**config.mk**
```make
export PLATFORM = sky130hd
export DESIGN_NAME = pulse_gate_controller
export DESIGN_NICKNAME = d
export VERILOG_FILES = /design/src/rtl/pulse_gate_controller.sv
export SDC_FILE = /design/constraint.sdc
export NUM_CORES = 1
export LEC_CHECK = 0
export CORE_MARGIN = 5
export CORE_UTILIZATION = 40
export DETAILED_ROUTE_END_ITERATION = 8
export GPL_TIMING_DRIVEN = 0
export PLACE_DENSITY = 0.57
export REMOVE_ABC_BUFFERS = 1
export SYNTH_ARGS = -nofsm -noshare
export SYNTH_HDL_FRONTEND = slang
export SYNTH_SLANG_ARGS = --single-unit
```
**constraint.sdc**
```tcl
create_clock -name clk_in -period 5.35 [get_ports clk_in]
set_input_delay 0.535 -clock clk_in [delete_from_list [all_inputs] [get_ports clk_in]]
set_output_delay 0.535 -clock clk_in [all_outputs]
set_load 0.005 [all_outputs]
```
**src/rtl/pulse_gate_controller.sv**
```systemverilog
// Counts synchronized pulses over a fixed gate window and hands the result off with valid/ready.
// Define PULSE_GATE_EDGE_EN to count rising edges of the synchronized pulse instead of high cycles.
module pulse_gate_controller #(
    parameter int unsigned GATE_CYCLES = 200000000,
    parameter int unsigned CNT_WIDTH   = 8
) (
    input  logic                 clk_in,
    input  logic                 rst_in,
    input  logic                 start_in,
    input  logic                 cont_in,
    input  logic                 abort_in,
    input  logic                 pulse_in,
    input  logic                 ready_in,
    output logic                 busy_out,
    output logic                 gate_out,
    output logic [CNT_WIDTH-1:0] cnt_out,
    output logic                 ovf_out,
    output logic                 valid_out
);
    typedef enum logic [1:0] {StIdle, StGate, StLatch, StHold} state_e;

    localparam logic [31:0]          LastTick = 32'(GATE_CYCLES - 1);
    localparam logic [CNT_WIDTH-1:0] CntMax   = '1;

    state_e               r_state, w_state_next;
    logic [31:0]          r_timer, w_timer_next;
    logic [CNT_WIDTH-1:0] r_count, w_count_next;
    logic                 r_sat, w_sat_next;
    logic [CNT_WIDTH-1:0] w_cnt_next;
    logic                 w_ovf_next;
    logic                 w_valid_next;
    logic                 r_sync1, r_psync;
    logic                 w_event;

    always_ff @(posedge clk_in) begin
        if (rst_in) begin
            r_sync1 <= 1'b0;
            r_psync <= 1'b0;
        end else begin
            r_sync1 <= pulse_in;
            r_psync <= r_sync1;
        end
    end

`ifdef PULSE_GATE_EDGE_EN
    logic r_psync_prev;

    always_ff @(posedge clk_in) begin
        if (rst_in) begin
            r_psync_prev <= 1'b0;
        end else begin
            r_psync_prev <= r_psync;
        end
    end

    assign w_event = r_psync & ~r_psync_prev;
`else
    assign w_event = r_psync;
`endif

    always_ff @(posedge clk_in) begin
        if (rst_in) begin
            r_state   <= StIdle;
            r_timer   <= '0;
            r_count   <= '0;
            r_sat     <= 1'b0;
            cnt_out   <= '0;
            ovf_out   <= 1'b0;
            valid_out <= 1'b0;
        end else begin
            r_state   <= w_state_next;
            r_timer   <= w_timer_next;
            r_count   <= w_count_next;
            r_sat     <= w_sat_next;
            cnt_out   <= w_cnt_next;
            ovf_out   <= w_ovf_next;
            valid_out <= w_valid_next;
        end
    end

    always_comb begin
        w_state_next = r_state;
        w_timer_next = r_timer;
        w_count_next = r_count;
        w_sat_next   = r_sat;
        w_cnt_next   = cnt_out;
        w_ovf_next   = ovf_out;
        w_valid_next = valid_out;

        case (r_state)
            StIdle: begin
                if (start_in && !abort_in) begin
                    w_state_next = StGate;
                    w_timer_next = '0;
                    w_count_next = '0;
                    w_sat_next   = 1'b0;
                end
            end
            StGate: begin
                if (abort_in) begin
                    w_state_next = StIdle;
                end else begin
                    if (w_event) begin
                        if (r_count == CntMax) begin
                            w_sat_next = 1'b1;
                        end else begin
                            w_count_next = r_count + CNT_WIDTH'(1);
                        end
                    end
                    if (r_timer == LastTick) begin
                        w_state_next = StLatch;
                    end else begin
                        w_timer_next = r_timer + 32'd1;
                    end
                end
            end
            StLatch: begin
                if (abort_in) begin
                    w_state_next = StIdle;
                end else begin
                    w_cnt_next   = r_count;
                    w_ovf_next   = r_sat;
                    w_valid_next = 1'b1;
                    w_state_next = StHold;
                end
            end
            StHold: begin
                // An abort retracts the held result even when the consumer is ready.
                if (abort_in) begin
                    w_state_next = StIdle;
                    w_valid_next = 1'b0;
                end else if (valid_out && ready_in) begin
                    w_valid_next = 1'b0;
                    if (cont_in) begin
                        w_state_next = StGate;
                        w_timer_next = '0;
                        w_count_next = '0;
                        w_sat_next   = 1'b0;
                    end else begin
                        w_state_next = StIdle;
                    end
                end
            end
            default: begin
                w_state_next = StIdle;
            end
        endcase
    end

    assign busy_out = (r_state != StIdle);
    assign gate_out = (r_state == StGate);

endmodule
```
==> impl_metrics.csv <==
group,metric,value,unit
route,vias_per_cell,5.96,
route,firstDrtPassIters,4,
final_layout,fin_area,3060,um^2
global_routing,grtUsageTotal,16.5,%
synthesis,syn_area,2770,um^2
pwr,p_leak,0.000981,uW
clocking,postCtsSetupBuffers,0,
final_layout,nets,342,
floorplanning,dieHeight,93.1,um
clocking,cts_sinks,55,
route,via_count,2469,
timing,finalClockSkew,0.00869,ns
setup_path,critPathLaunchType,"primary input",
setup_path,arrival,3.51,ns
final_layout,drive_above_1_share,6.89,%
timing,fin_ws,2.03,ns
clocking,cts_hold_buffers,0,
setup_path,crit_type,"in2reg",
synthesis,ys_warn_count,0,
final_layout,multiInputGateArea,1560,um^2
setup_path,startpoint,"rst_in",
setup_path,max_stage_delay,1.06,ns
timing,slew_headroom,20.1,%
setup_path,critPathRequiredTime,5.54,ns
place,dpl_worst_slack,1.69,ns
floorplanning,rows,30,
pwr,peakVddDrop,124,uV
place,port_buffers,18,
synthesis,synth_top_area_share,39.8,%
synthesis,ys.flop_type,"dfxtp_1",
synthesis,synth-edff-count,0,
setup_path,critPathMaxFanout,24,
place,placed_area,2960,um^2
final_layout,syn_to_final_growth,10.5,%
global_routing,grt.overflow.total,0,
clocking,ctsResizeCount,0,
setup_path,crit_path_end_kind,"register",
floorplanning,die_w,93.1,um
clocking,insertion_delay,0.31,ns
floorplanning,core_area,6760,um^2
synthesis,synth_most_common_cell,"dfxtp_1",
route,ant_nets,0,
setup_path,reg2reg_from,"r_state[1]",
synthesis,synth-seq-cells,55,
synthesis,async_flop_share,0,%
route,wire_per_inst,16.7,um
final_layout,n_antenna_cell,0,
timing,tns,0,ns
setup_path,path_cells,"clkdlybuf4s50_1 > nand2b_1 > nor3_2 > nand3_1 > o311ai_0",
clocking,htreeDepth,2,
place,place_congestion,0.835,
synthesis,syn_inst,326,
worst_hold_path,hp-class,"reg2reg",
global_routing,grt_max_degree,25,
synthesis,avgSynthCellArea,8.48,um^2
final_layout,fill_cells,681,
route,drcViolationCount,0,
clocking,tritoncts,"done",
synthesis,ys_types,58,
setup_path,cp_num_buf_inv,1,
worst_hold_path,hold_path.startpoint,"r_sync1",
floorplanning,initial_core_util,40.9,%
route,wl,6.91,mm
synthesis,synth_common_cells,"55 x dfxtp_1, 32 x nor2_1, 23 x a21oi_1, 23 x nand2_1, 23 x o21ai_0",
clocking,cts.clk_slew.worst_paths,0.11,ns
timing,min_period,3.32,ns
timing,post-route-period-util,62.1,%
run,max-cap-violations,0,
timing,rsz0062_at_grt,"false",
global_routing,grt_pass1_wl,11.6,mm
place,post-dp-hpwl,4.75,mm
clocking,clockBufferDepth,2,
final_layout,register_area,1100,um^2
setup_path,crit_slowest_cell,"nor3_2",
timing,hold_viol,0,
run_status,status,"complete, no violations",
route,drt_iter0_drc,155,
timing,drv_slew,0,
synthesis,synth_largest_area_cell,"dfxtp_1",
clocking,root_buffer,"clkbuf_8",
timing,clock.fmax,301,MHz
timing,finalSetupViolations,0,
synthesis,synth_area_leaders,"dfxtp_1 40%, mux2i_1 4.7%, nor2_1 4.3%",
floorplanning,boundaryPins,19,
synthesis,yosysSeqAreaShare,39.8,%
timing,tightest_slew,1.19,ns
setup_path,crit_family,"simple AND/OR/NAND/NOR gates",
global_routing,antenna_found_initial,0,
pwr,powerDensity,231,nW/um^2
floorplanning,dieArea,8680,um^2
global_routing,grt_pass1_vias,2281,
clocking,cts_made_buffers,5,
[metal layers]
layer | GRT usage, % | routed length (um) | vias to the layer above
li1 | - | - | 1244
met1 | 24.1 | 3470 | 1156
met2 | 24.5 | 2940 | 59
met3 | 3.46 | 389 | 10
met4 | 4.15 | 104 | 0
met5 | 0 | 0 | -
[placed cells by master, fill, tap and decap left out, types with 4 or more instances in the layout]
cell | netlist | routed
or3_1 | 5 | 5
nor2_1 | 32 | 32
a311oi_1 | 5 | 5
clkbuf_8 | 0 | 5
a21oi_1 | 23 | 23
o21ai_1 | 4 | 4
and3_1 | 6 | 6
and2_1 | 4 | 4
o21ai_0 | 23 | 23
and4_1 | 9 | 9
dfxtp_1 | 55 | 55
clkdlybuf4s50_1 | 0 | 18
nand2_1 | 23 | 23
nand4_1 | 12 | 12
nand3_1 | 21 | 21
a31oi_1 | 6 | 6
nor3_1 | 6 | 6
nand2b_1 | 5 | 5
inv_1 | 6 | 6
mux2i_1 | 13 | 13
[sequential cells by signal, indices dropped and copies added, names as in the netlist]
signal,flops
valid_out,1
r_sat,1
r_psync,1
r_state,2
r_timer,32
ovf_out,1
r_sync1,1
cnt_out,8
r_count,8
[cell families after synthesis]
family,share of synthesized area (%)
and+or+nand+nor,29.0
AOI/OAI and AO/OA,21.1
buffers and inverters,4.12
muxes,5.11
DFF,39.8
adders and majority gates,0.905
[worst register-to-register path: cells and delay by family (launching register included)]
family,cells,cell delay [ns]
AOI/OAI and AO/OA,2,0.41
buffers and inverters,1,0.24
DFF,1,0.56
and+or+nand+nor,4,1.65
[cell type report]
type / count / area share [%]
Multi-Input combinational cell: 246 / 50.9
Sequential cell: 55 / 36.0
Timing Repair Buffer: 18 / 5.89
Tap cell: 80 / 3.27
Clock buffer: 5 / 2.25
Inverter: 7 / 0.901
Clock inverter: 3 / 0.778
[final timing paths]
check	to	slack, ns	depth (start not counted)
setup reg to reg	r_timer[9]	2.38	7
hold / removal	r_psync	0.47	1
setup / recovery	r_timer[23]	2.03	5
hold reg to reg	r_psync	0.47	1
[stage by stage]
step           cells  util, %  hold slack (ns)  power (uW)
6_report         414     45.2            0.465         706
5_1_grt          414     45.2            0.492         737
4_1_cts          414     45.2            0.471         714
3_5_place_dp     406     43.9            0.452         474
3_3_place_gp     406     43.8            0.418         474
2_1_floorplan    308        -            0.414         452
[where the power goes]
group / internal, uW / switching, uW
logic: 16.8 / 34.5
clock network: 94.0 / 147
registers: 411 / 2.26
Note: power is estimated with default switching activity, not from simulation.
